### config.mk
export PLATFORM = sky130hd
export DESIGN_NAME = jag_divider_flat
export DESIGN_NICKNAME = d
export VERILOG_FILES = /design/src/rtl/jag_div_pkg.sv /design/src/rtl/jag_divider_if.sv /design/src/rtl/jag_div_step.sv /design/src/rtl/jag_divider.sv /design/src/flat_wrapper.sv
export SDC_FILE = /design/constraint.sdc
export NUM_CORES = 1
export LEC_CHECK = 0
export ABC_AREA = 1
export CAP_MARGIN = 5
export CORE_MARGIN = 4
export CORE_UTILIZATION = 50
export DETAILED_ROUTE_END_ITERATION = 16
export GPL_TIMING_DRIVEN = 0
export PLACE_DENSITY_LB_ADDON = 0.05
export RECOVER_POWER = 50
export SLEW_MARGIN = 5
export SYNTH_ARGS = -nofsm -noshare
export SYNTH_HDL_FRONTEND = slang
export SYNTH_HIERARCHICAL = 1
export SYNTH_SLANG_ARGS = --single-unit
### constraint.sdc
create_clock -name sys_clk -period 2.29 [get_ports sys_clk]
set_clock_uncertainty 0.05 [all_clocks]
set_input_delay 0.3435 -clock sys_clk [delete_from_list [all_inputs] [get_ports sys_clk]]
set_output_delay 0.3435 -clock sys_clk [all_outputs]
set_load 0.005 [all_outputs]
### src/rtl/jag_div_pkg.sv
// Shared types and constants for the jag_divider iterative divider.
package jag_div_pkg;
  localparam int CNT_W = 6;
  localparam logic [CNT_W-1:0] DIV_ITER_NORMAL = 6'd32;
  localparam logic [CNT_W-1:0] DIV_ITER_OFFSET = 6'd48;

  typedef enum logic {IDLE, RUN} div_state_e;
endpackage

### src/rtl/jag_divider_if.sv
// Start/busy/done handshake, operand and result bundle for jag_divider.
interface jag_divider_if;
  logic        start;
  logic        offset;
  logic [31:0] dividend;
  logic [31:0] divisor;
  logic        busy;
  logic        done;
  logic        div0;
  logic [31:0] quotient;
  logic [31:0] remainder;

  modport master (
    output start, offset, dividend, divisor,
    input  busy, done, div0, quotient, remainder
  );

  modport slave (
    input  start, offset, dividend, divisor,
    output busy, done, div0, quotient, remainder
  );
endinterface

### src/rtl/jag_div_step.sv
// One restoring division step: compare the partial remainder with the divisor and subtract on success.
module jag_div_step (
  input  logic [32:0] part_rem,
  input  logic [31:0] divisor,
  output logic [31:0] rem_next,
  output logic        qbit
);
  assign qbit = (part_rem >= {1'b0, divisor});
  // Result is always below the divisor, so the low 32 bits of the difference are exact.
  assign rem_next = qbit ? (part_rem[31:0] - divisor) : part_rem[31:0];
endmodule

### src/rtl/jag_divider.sv
// Iterative unsigned 32-bit divider, one quotient bit per clock.
// Define JAG_DIV_OFFSET_EN to enable 16.16 offset mode (dividend pre-scaled by 2^16, 48 iterations).
module jag_divider
  import jag_div_pkg::*;
(
  input logic          sys_clk,
  input logic          resetl,
  jag_divider_if.slave bus
);
`ifdef JAG_DIV_OFFSET_EN
  localparam int DVD_W = 48;
`else
  localparam int DVD_W = 32;
`endif

  div_state_e       state;
  logic [DVD_W-1:0] dvd_sr;
  logic [31:0]      dvs_reg;
  logic [31:0]      rem_acc;
  logic [31:0]      quo_sr;
  logic [CNT_W-1:0] cnt;
  logic             zero_pend;

  logic             accept;
  logic [CNT_W-1:0] iter_n;
  logic [DVD_W-1:0] dvd_load;
  logic [32:0]      part_rem;
  logic [31:0]      rem_next;
  logic             qbit;

  assign accept = bus.start && !bus.busy;

`ifdef JAG_DIV_OFFSET_EN
  // Dividend is left-aligned in both modes; offset mode just runs 16 extra iterations on zeros.
  assign iter_n   = bus.offset ? DIV_ITER_OFFSET : DIV_ITER_NORMAL;
  assign dvd_load = {bus.dividend, 16'h0000};
`else
  logic unused_offset;
  assign unused_offset = bus.offset;
  assign iter_n        = DIV_ITER_NORMAL;
  assign dvd_load      = bus.dividend;
`endif

  assign part_rem = {rem_acc, dvd_sr[DVD_W-1]};

  jag_div_step u_step (
    .part_rem (part_rem),
    .divisor  (dvs_reg),
    .rem_next (rem_next),
    .qbit     (qbit)
  );

  always_ff @(posedge sys_clk or negedge resetl) begin
    if (!resetl) begin
      state         <= IDLE;
      bus.busy      <= 1'b0;
      bus.done      <= 1'b0;
      bus.div0      <= 1'b0;
      bus.quotient  <= '0;
      bus.remainder <= '0;
      zero_pend     <= 1'b0;
      cnt           <= '0;
      dvd_sr        <= '0;
      dvs_reg       <= '0;
      rem_acc       <= '0;
      quo_sr        <= '0;
    end else begin
      bus.done <= 1'b0;
      case (state)
        IDLE: begin
          if (zero_pend) begin
            // Divide-by-zero completes one cycle after acceptance; rem_acc holds the dividend.
            zero_pend     <= 1'b0;
            bus.busy      <= 1'b0;
            bus.done      <= 1'b1;
            bus.div0      <= 1'b1;
            bus.quotient  <= 32'hFFFF_FFFF;
            bus.remainder <= rem_acc;
          end else if (accept) begin
            bus.busy      <= 1'b1;
            bus.div0      <= 1'b0;
            bus.quotient  <= '0;
            bus.remainder <= '0;
            dvs_reg       <= bus.divisor;
            dvd_sr        <= dvd_load;
            quo_sr        <= '0;
            cnt           <= iter_n;
            if (bus.divisor == 32'd0) begin
              zero_pend <= 1'b1;
              rem_acc   <= bus.dividend;
            end else begin
              rem_acc <= '0;
              state   <= RUN;
            end
          end
        end
        RUN: begin
          rem_acc <= rem_next;
          quo_sr  <= {quo_sr[30:0], qbit};
          dvd_sr  <= {dvd_sr[DVD_W-2:0], 1'b0};
          cnt     <= cnt - 1'b1;
          if (cnt == 6'd1) begin
            state         <= IDLE;
            bus.busy      <= 1'b0;
            bus.done      <= 1'b1;
            bus.quotient  <= {quo_sr[30:0], qbit};
            bus.remainder <= rem_next;
          end
        end
        default: state <= IDLE;
      endcase
    end
  end
endmodule

### src/flat_wrapper.sv
// flat-port wrapper written by rule: the top's interface ports become plain ports
module jag_divider_flat import jag_div_pkg::*;
  (sys_clk, resetl, bus_start, bus_offset, bus_dividend, bus_divisor, bus_busy, bus_done, bus_div0, bus_quotient, bus_remainder);
  jag_divider_if bus_i ();
  input logic sys_clk;
  input logic resetl;
  input wire logic [$bits(bus_i.start)-1:0] bus_start;
  input wire logic [$bits(bus_i.offset)-1:0] bus_offset;
  input wire logic [$bits(bus_i.dividend)-1:0] bus_dividend;
  input wire logic [$bits(bus_i.divisor)-1:0] bus_divisor;
  output wire logic [$bits(bus_i.busy)-1:0] bus_busy;
  output wire logic [$bits(bus_i.done)-1:0] bus_done;
  output wire logic [$bits(bus_i.div0)-1:0] bus_div0;
  output wire logic [$bits(bus_i.quotient)-1:0] bus_quotient;
  output wire logic [$bits(bus_i.remainder)-1:0] bus_remainder;
  assign bus_i.start = bus_start;
  assign bus_i.offset = bus_offset;
  assign bus_i.dividend = bus_dividend;
  assign bus_i.divisor = bus_divisor;
  assign bus_busy = bus_i.busy;
  assign bus_done = bus_i.done;
  assign bus_div0 = bus_i.div0;
  assign bus_quotient = bus_i.quotient;
  assign bus_remainder = bus_i.remainder;
  jag_divider u_core (.sys_clk(sys_clk), .resetl(resetl), .bus(bus_i));
endmodule
==> results of run 1 <==
==> placed cells by master, fill, tap and decap left out, types with 6 or more instances in the layout <==
| cell | n |
|---|---|
| nand2_1 | 546 |
| inv_1 | 274 |
| dfrtp_1 | 178 |
| clkdlybuf4s50_1 | 131 |
| nand3_1 | 110 |
| nor2_1 | 80 |
| nand2_2 | 77 |
| buf_4 | 65 |
| o22ai_2 | 59 |
| inv_2 | 51 |
| o22ai_1 | 36 |
| ha_4 | 32 |
| buf_2 | 31 |
| a21oi_1 | 28 |
| nand3b_1 | 27 |
| o21ai_0 | 26 |
| clkbuf_16 | 25 |
| clkbuf_1 | 24 |
| dfrtp_2 | 24 |
| nand2_4 | 17 |
| buf_6 | 16 |
| o21ai_1 | 16 |
| nand3_4 | 16 |
| nor2_4 | 11 |
| nand3_2 | 10 |
| xor2_1 | 10 |
| and2_1 | 8 |
| clkbuf_8 | 7 |
| o221ai_1 | 6 |
| nor3_1 | 6 |
==> through the flow <==
step	instance area (sq um)	util
final	16900	0.686
after detailed placement	14400	0.586
after CTS	16500	0.670
after global placement	14400	0.585
after floorplan	12700	-
after global routing	16900	0.686
==> layout make-up <==
cell class,instances,area (sq um),share of cell area
Clock inverter,5,31.3,0.00185
Tap cell,324,405,0.0240
Buffer,78,512,0.0303
Multi-Input combinational cell,1155,7010,0.415
Inverter,327,1230,0.0731
Sequential cell,202,5080,0.301
Timing Repair Buffer,195,1860,0.110
Clock buffer,38,744,0.0441
==> cells by family after synthesis <==
family	count (synthesis)
AND/OR/NAND/NOR	921
buffers and inverters	408
AO/OA/AOI/OAI	184
XOR/XNOR	14
flip-flops	202
adder cells (fa/ha/maj)	35
==> worst max-delay path by stage <==
stage	start	to	slack, ns
finish	u_core/rem_acc[25]	u_core/bus.remainder[27]	-0.14
global route	u_core/rem_acc[1]	u_core/bus.remainder[27]	-0.23
CTS	u_core/rem_acc[1]	u_core/bus.remainder[25]	-0.15
detailed placement	u_core/rem_acc[22]	u_core/bus.remainder[22]	-0.40
global placement	resetl	u_core/bus.quotient[6]	-7.93
floorplan	u_core/rem_acc[27]	u_core/bus.remainder[12]	0.17
==> worst reg2reg max path: stages (launching register included) <==
cell	delay, ns
dfrtp_2	0.45
ha_4	0.32
nand2_4	0.07
nor2_4	0.18
nand2_2	0.07
nor3_2	0.17
nand2_2	0.10
nand2_2	0.09
nor2_4	0.07
nand2_8	0.14
buf_12	0.17
nand3_4	0.08
nand2_2	0.06
inv_2	0.04
o22ai_2	0.14
nand2_1	0.09
nand2_1	0.09
==> routing by layer <==
layer	share of wire	vias to the layer above
met2	0.46	374
li1	-	5909
met5	0	-
met3	0.058	89
met4	0.032	0
met1	0.45	5820
==> timing repair <==
item	in CTS	in global routing
endpoints found under the setup margin	66	66
pin swaps	74	82
endpoints found under the hold margin	88	0
buffers inserted	40	17
cloned	5	0
hold buffers	1	0
gates resized for setup	210	110
==> reports/metrics.cfg, run 1 <==
[outcome]
status=finished, violations left
violations=negative setup slack

[route]
ant_nets=0
first_pass_iters=5
drt-initial-drc-count=1071
wl_mm=40.2
remaining_drc_errors=0
dr_total_vias=12200
viasPerCell=5.25
wire_per_inst_microns=17.3

[synth]
synth_top_family_by_area=simple AND/OR/NAND/NOR gates
synth_top_area_share=0.399
synth-compound-area-share=0.109
ys_types=35
muxShareOfSynthArea=0
synth_ff_type=dfrtp_1
synthXorXnorAreaFrac=0.00969
synthAdderAreaFrac=0.0352
ys_ff_latch=202
syn-instance-count=1764
yosysTopAreaCell=dfrtp_1
synth_area_sq_mm=0.0127
synth_edf_count=0
syn_avg_cell_area_sq_um=7.18
async_flop_share=1.00
syn_nets=1867
synth.most_common_cell=nand2_1
synth_simple_gate_area_frac=0.307
synth_commonest_cells=635 x nand2_1, 321 x inv_1, 202 x dfrtp_1
ys_seq_area_frac=0.399
yosys_warnings=6
synth_area_leaders=dfrtp_1 40%, nand2_1 19%, inv_1 9.5%, nand3_1 4.9%, o22ai_2 4.8%

[clock_tree]
cts-root-buf=clkbuf_16
clk_pin_slew_ns=0.06
cts.htree.levels=1
insertion_delay_ns=0.53
cts_tree=built
cts.sinks=202
numCtsBuffers=24
clock_path_buffers=3

[sta]
hold_viol_final=0
max_slew_margin=0.167
finalSetupTns_ns=-4.91
max_freq_ghz=0.411
hold_ws_ns=0.323
tightestPinTransition_ns=1.25
timing.final.crit_share=1.06
grt_setup_unrepaired=yes
setup_slack_ns=-0.141
setup_violations=70
slew_viol_final=0
period_minus_slack_ns=2.43

[setup_path]
cp_slowest_cell=dfrtp_2
start_kind=flop
critPathBufInv=2
cp.depth=16
slowest_delay_ns=0.45
r2r-end=u_core/bus.remainder[27]
r2r_setup_slack_ns=-0.14
r2r_start=u_core/rem_acc[25]
crit_fanout=7
criticalPathCategory=flop to flop
r2r_cells=16
worstPathCellList=ha_4 > nand2_4 > nor2_4 > nand2_2 > nor3_2 > nand2_2 > nand2_2 > nor2_4 > nand2_8 > buf_12 > nand3_4 > nand2_2 > inv_2 > o22ai_2 > nand2_1 > nand2_1
crit_family=simple AND/OR/NAND/NOR gates
required_ns=2.70
worst_path_most_repeated_cell=nand2_2
end_kind=flop
cp.arrival_ns=2.84

[worst_hold_path]
hold_class=input port to flop
min_to=u_core/dvs_reg[28]
min_from=bus_divisor[28]
hold-path-cell-count=3

[global_routing]
antenna_found_initial=0
grt_max_degree=115
grt_pass1_wl_mm=63.7
track_usage=0.280
grtUsageMet2=0.461
overflow=0
first_global_vias=12100
grt_use_met3=0.0405
top_usage_layer=met2
met1_usage=0.393

[floorplan]
die_h_microns=167
core_area_sq_mm=0.0246
dieArea_sq_mm=0.0279
die_w_microns=167
io_pins=135
fp-row-count=57
start_util=0.515

[layout]
drive_above_1_share=0.241
nets=2086
n_fill_cell=2130
num_antenna_cells=0
syn_to_final_growth_pct=33.4
fin_cells=2324

[place]
globalplace.congestion=0.946
hpwl_mm=28.3
pre_cts_slack_ns=-0.399
dp.cells=2222
portBuffers=133

[job]
cap_violations=0

Power of run 1 is left out: the tool's default activity adds up to more than one toggle a clock period on the data nets, which glitch-free logic cannot reach.
==> run 2: changes to the inputs <==
Settings changed: CTS_BUF_LIST set to sky130_fd_sc_hd__clkbuf_8, SETUP_SLACK_MARGIN set to 0.2.
==> run 2 against run 1 <==
- routed wire length shrank 0.71%
- die area unchanged
- final cell count up 1.1%
- the flow still finishes with violations (negative setup slack)
- final area decreased by 1.8%
- critical endpoint is now u_core/rem_acc[0]
- via count is essentially flat
- fmax shrank 2.0%
- sequential share of layout area up 0.54 points
- core utilization is 1.2 points lower
==> reports/metrics.cfg, run 2 (synthesis results as in run 1) <==
[clock_tree]
cts.htree.levels=2  ; +1
clk_pin_slew_ns=0.06  ; about the same
clock_path_buffers=3  ; unchanged
insertion_delay_ns=0.55  ; +0.02 ns
cts.sinks=202  ; unchanged
numCtsBuffers=38  ; +58%
cts-root-buf=clkbuf_8
cts_tree=built

[setup_path]
start_kind=flop
cp-startpoint=u_core/rem_acc[3]
r2r_cells=18  ; +2
criticalPathCategory=flop to flop
r2r_start=u_core/rem_acc[3]
required_ns=2.71  ; about the same
r2r-end=u_core/rem_acc[0]
r2r_setup_slack_ns=-0.19  ; -0.05 ns
end_kind=flop
cp.arrival_ns=2.90  ; +0.06 ns
crit_fanout=8  ; +1

[place]
portBuffers=133  ; unchanged
hpwl_mm=28.7  ; +1.6%
globalplace.congestion=0.933  ; -1.3%
dpl-instance-area_sq_mm=0.0145  ; +0.56%

[sta]
finalSetupTns_ns=-5.68  ; -0.767 ns
grt_setup_unrepaired=yes
max_slew_margin=0.0409  ; -0.126
hold_viol_final=0  ; unchanged
slew_viol_final=0  ; unchanged
hold_ws_ns=0.308  ; -0.0157 ns
max_freq_ghz=0.403  ; -2.0%
tightestPinTransition_ns=1.44  ; +0.189 ns
timing.final.crit_share=1.08  ; +0.0214
setup_violations=75  ; +7.1%
period_minus_slack_ns=2.48  ; +0.0491 ns
setup_slack_ns=-0.190  ; -0.0491 ns

[global_routing]
antenna_found_initial=0  ; unchanged
grt_pass1_wl_mm=62.7  ; -1.7%
track_usage=0.277  ; -0.00287
first_global_vias=12000  ; -0.78%
overflow=0  ; unchanged
grt_max_degree=103  ; -10%

[floorplan]
start_util=0.515  ; unchanged
dieArea_sq_mm=0.0279  ; unchanged
io_pins=135  ; unchanged
core_area_sq_mm=0.0246  ; unchanged
fp-row-count=57  ; unchanged
die_w_microns=167  ; unchanged
die_h_microns=167  ; unchanged

[power_and_ir_drop]
seqPwrFrac=0.201
netSwitchingFraction=0.474
power_frac_comb=0.679
peakVddDrop_mv=1.48
p_sw_uw=14600
p_leak_uw=0.00862
power.share.clock=0.119
p_total_uw=30900
intPower_uw=16200
p_per_area_mw_per_mm2=1860

[layout]
final_util=0.674  ; -0.0123
final_cell_mix=582 x nand2_1, 291 x inv_1, 179 x dfrtp_1
nets=2099  ; +0.62%
final_cell_area_sq_mm=0.0166  ; -1.8%
syn_to_final_growth_pct=31.0
drive_above_1_share=0.222  ; -0.0193
layout_commonest_cell=nand2_1
n_fill_cell=2220  ; +4.2%
num_antenna_cells=0  ; unchanged

[worst_hold_path]
min_to=u_core/dvs_reg[21]
hold_class=input port to flop
hold-path-cell-count=3  ; unchanged
min_from=bus_divisor[21]

[outcome]
status=finished, violations left
violations=negative setup slack

[route]
first_pass_iters=5  ; unchanged
drt-initial-drc-count=970  ; -9.4%
dr_total_vias=12200  ; -0.033%
remaining_drc_errors=0  ; unchanged
wl_mm=39.9  ; -0.71%
wire_per_inst_microns=17.0  ; -1.8%
viasPerCell=5.19  ; -1.1%
ant_nets=0  ; unchanged

[job]
cap_violations=0  ; unchanged

[run 2: metal layers]
| metal | vias to the layer above | track usage | wire length [microns] |
|---|---|---|---|
| met4 | 0 | 0.0808 | 1070 |
| met3 | 77 | 0.0453 | 2370 |
| met1 | 5829 | 0.391 | 18300 |
| met2 | 350 | 0.445 | 18100 |
| met5 | - | 0 | 0 |
| li1 | 5932 | - | - |
[run 2: critical path: stages, from the launching register on]
cell and delay, ns:
dfrtp_2 0.45, ha_4 0.28, nand2_1 0.10, nand2_2 0.09, inv_2 0.08, nand2_2 0.06, nand2_2 0.09, nand3_4 0.11
nand2_4 0.10, nand2_4 0.05, nand2_4 0.10, nand2_8 0.10, buf_4 0.16, buf_6 0.11, o21ai_4 0.15, inv_2 0.05
o22ai_1 0.15, inv_1 0.06, nand2_1 0.06
[run 2: worst max-delay path by stage]
stage                               endpoint  slack (ns)  cells past startpoint
floorplan           u_core/bus.remainder[12]        0.20                     18
global placement      u_core/bus.quotient[6]       -7.93                      1
detailed placement  u_core/bus.remainder[23]       -0.43                     16
CTS                  u_core/bus.remainder[0]       -0.09                     16
global route               u_core/rem_acc[0]       -0.30                     19
finish                     u_core/rem_acc[0]       -0.19                     18
[run 2: per-stage QoR]
step,worst slack [ns],instances
floorplan,0.195,1764
detailed placement,-0.432,2222
finish,-0.190,2349
global placement,-7.93,2221
CTS,-0.0945,2333
global route,-0.302,2349
[run 2: power by group through the flow]
stage          Clock [uW]  Combinational (uW)  Sequential [uW]
2_1_floorplan           0               12500             5830
3_3_place_gp            0               16600             6130
3_5_place_dp            0               16800             6140
4_1_cts              3760               19600             6200
5_1_grt              3940               23000             6380
6_report             3680               21000             6220
[run 2: area by class of cell]
class / instances / area (sq um) / area share
Clock buffer: 49 / 674 / 0.0407
Sequential cell: 202 / 5080 / 0.307
Tap cell: 324 / 405 / 0.0244
Multi-Input combinational cell: 1154 / 6690 / 0.403
Inverter: 327 / 1230 / 0.0740
Buffer: 81 / 543 / 0.0327
Timing Repair Buffer: 192 / 1830 / 0.111
Clock inverter: 20 / 124 / 0.00747
[run 2: repair_timing]
item / 4_1_cts / 5_1_grt
pin swaps: 37 / 36
gates cloned: 1 / 1
endpoints found under the hold margin: 101 / 0
resized for setup: 149 / 60
endpoints found under the setup margin: 66 / 66
hold buffers: 1 / 0
setup buffers: 40 / 15
(Power assumes the default switching activity.)
==> run 3: changes to the inputs <==
Settings changed: SKIP_CTS_REPAIR_TIMING set to 1.
==> run 3 against run 2 <==
- die area stayed put
- largest cell class unchanged
- critical path type unchanged
- final area is 1.7% lower
- worst hold slack worse by 0.0017 ns
- largest power group unchanged
- critical path depth is 1 lower
- the run still ends with negative setup slack left
- sequential power barely moved
- global-route usage fell by 0.92 points
- combinational power hardly changed
- core utilization down 1.1 points
- fmax is 2.0% lower
- sequential share of layout area is 0.45 points higher
- register-to-register slack got worse by 0.05 ns
- setup slack got worse by 0.049 ns
==> reports/metrics.cfg, run 3 (synthesis results as in run 1) <==
[global_routing]
first_global_vias=11500  ; -4.4%
track_usage=0.268  ; -0.00918
antenna_found_initial=0  ; unchanged
overflow=0  ; unchanged
grt_pass1_wl_mm=60.5  ; -3.4%
grt_max_degree=103  ; unchanged

[layout]
n_fill_cell=2253  ; +1.5%
final_util=0.663  ; -0.0111
layout_commonest_cell=nand2_1
ff_latch_area_sq_mm=0.00507  ; -0.20%
multi_input_area_sq_mm=0.00673  ; +0.60%
final_cell_area_sq_mm=0.0163  ; -1.7%
num_antenna_cells=0  ; unchanged
final_cell_mix=572 x nand2_1, 296 x inv_1, 187 x dfrtp_1
drive_above_1_share=0.201  ; -0.0212
syn_to_final_growth_pct=28.8
nets=2054  ; -2.1%

[setup_path]
critPathBufInv=3  ; -2
cp_slowest_cell=dfrtp_2
worstPathCellList=ha_4 > nand2_4 > nor2_4 > nand2_2 > nor3_2 > nand2_2 > nand2_2 > nor2_4 > buf_12 > nand2_8 > clkbuf_16 > nand3_2 > nand2_2 > inv_2 > o22ai_2 > nand2_1 > nand2_1
r2r_setup_slack_ns=-0.24  ; -0.05 ns
start_kind=flop
crit_family=simple AND/OR/NAND/NOR gates
r2r_start=u_core/rem_acc[25]
cp-startpoint=u_core/rem_acc[25]
crit_fanout=6  ; -2
criticalPathCategory=flop to flop
required_ns=2.71  ; about the same
cp.arrival_ns=2.95  ; +0.05 ns
slowest_delay_ns=0.45  ; about the same
worst_path_most_repeated_cell=nand2_2
end_kind=flop

[sta]
hold_viol_final=0  ; unchanged
grt_setup_unrepaired=yes
timing.final.crit_share=1.10  ; +0.0216
period_minus_slack_ns=2.53  ; +0.0494 ns
setup_slack_ns=-0.240  ; -0.0494 ns
max_slew_margin=0.0417  ; +0.000854
setup_violations=67  ; -11%
tightestPinTransition_ns=1.44  ; -0.00128 ns
slew_viol_final=0  ; unchanged
max_freq_ghz=0.395  ; -2.0%

[power_and_ir_drop]
p_per_area_mw_per_mm2=1880  ; +0.83%
power.share.clock=0.121  ; +0.002
p_sw_uw=14700  ; +0.63%
intPower_uw=15900  ; -2.2%
netSwitchingFraction=0.481  ; +0.00702
power_frac_comb=0.676  ; -0.003
p_total_uw=30600  ; -0.84%
p_leak_uw=0.00844  ; -2.1%
peakVddDrop_mv=1.24  ; -16%
seqPwrFrac=0.203  ; +0.002

[route]
dr_total_vias=12000  ; -1.6%
wire_per_inst_microns=17.1  ; +0.62%
drt-initial-drc-count=931  ; -4.0%
viasPerCell=5.21  ; +0.36%
first_pass_iters=5  ; unchanged
remaining_drc_errors=0  ; unchanged
ant_nets=0  ; unchanged
wl_mm=39.4  ; -1.3%

[clock_tree]
numCtsBuffers=38  ; unchanged
cts-root-buf=clkbuf_8
cts.htree.levels=2  ; unchanged
cts_tree=built
clock_path_buffers=3  ; unchanged
insertion_delay_ns=0.55  ; about the same
cts.sinks=202  ; unchanged
clk_pin_slew_ns=0.06  ; about the same

[worst_hold_path]
hold_class=input port to flop
min_from=bus_divisor[21]

[floorplan]
die_h_microns=167  ; unchanged
core_area_sq_mm=0.0246  ; unchanged
io_pins=135  ; unchanged
start_util=0.515  ; unchanged
fp-row-count=57  ; unchanged
dieArea_sq_mm=0.0279  ; unchanged
die_w_microns=167  ; unchanged

[place]
hpwl_mm=28.7  ; unchanged
pre_cts_slack_ns=-0.432  ; unchanged
globalplace.congestion=0.933  ; unchanged
portBuffers=133  ; unchanged
dpl-instance-area_sq_mm=0.0145  ; unchanged

[outcome]
status=finished, violations left
violations=negative setup slack

[job]
cap_violations=0  ; unchanged

-- run 3: changes by cell type in the layout (fill, tap and decap cells not counted), sizes merged --
cell and delta:
nand2 +1, clkbuf +3, buf -49
-- run 3: stage by stage --
stage               hold slack (ns)  setup TNS [ns]  cells
finish                        0.306          -11.37   2304
global route                  0.305          -21.05   2304
CTS                          -0.182          -25.77   2291
detailed placement            0.399          -23.11   2222
global placement              0.410        -1619.40   2221
floorplan                  -0.00209               0   1764
-- run 3: metal layers --
| layer | up-vias | share of wire | routed length [microns] | track usage |
|---|---|---|---|---|
| met2 | 357 | 0.46 | 17900 | 0.427 |
| met4 | 0 | 0.021 | 843 | 0.0690 |
| li1 | 5846 | - | - | - |
| met3 | 67 | 0.060 | 2360 | 0.0450 |
| met1 | 5727 | 0.46 | 18200 | 0.384 |
| met5 | - | 0 | 0 | 0 |
-- run 3: cell type report --
class | instances | share of cell area
Buffer | 81 | 0.0332
Tap cell | 324 | 0.0249
Inverter | 327 | 0.0753
Multi-Input combinational cell | 1155 | 0.413
Sequential cell | 202 | 0.311
Timing Repair Buffer | 146 | 0.0939
Clock buffer | 49 | 0.0414
Clock inverter | 20 | 0.00760
-- run 3: power groups by stage --
stage	sequential [uW]	clock, uW	combinational (uW)
2_1_floorplan	5830	0	12500
3_3_place_gp	6130	0	16600
3_5_place_dp	6140	0	16800
4_1_cts	6100	3760	16900
5_1_grt	6390	3940	22700
6_report	6220	3690	20700
-- run 3: final timing paths --
check / to / cells past startpoint
max in group asynchronous: u_core/rem_acc[15] / 3
setup / recovery: u_core/bus.remainder[30] / 17
hold reg to reg: u_core/bus.div0 / 2
hold / removal: u_core/dvs_reg[21] / 3
setup reg to reg: u_core/bus.remainder[30] / 17
min in group asynchronous: u_core/dvs_reg[4] / 2
-- run 3: worst register-to-register path, cell delays in order, from the launching register on --
cell and delay (ns):
dfrtp_2 0.45, ha_4 0.33, nand2_4 0.07, nor2_4 0.18
nand2_2 0.07, nor3_2 0.17, nand2_2 0.10, nand2_2 0.09
nor2_4 0.04, buf_12 0.14, nand2_8 0.12, clkbuf_16 0.18
nand3_2 0.07, nand2_2 0.08, inv_2 0.05, o22ai_2 0.13
nand2_1 0.07, nand2_1 0.06
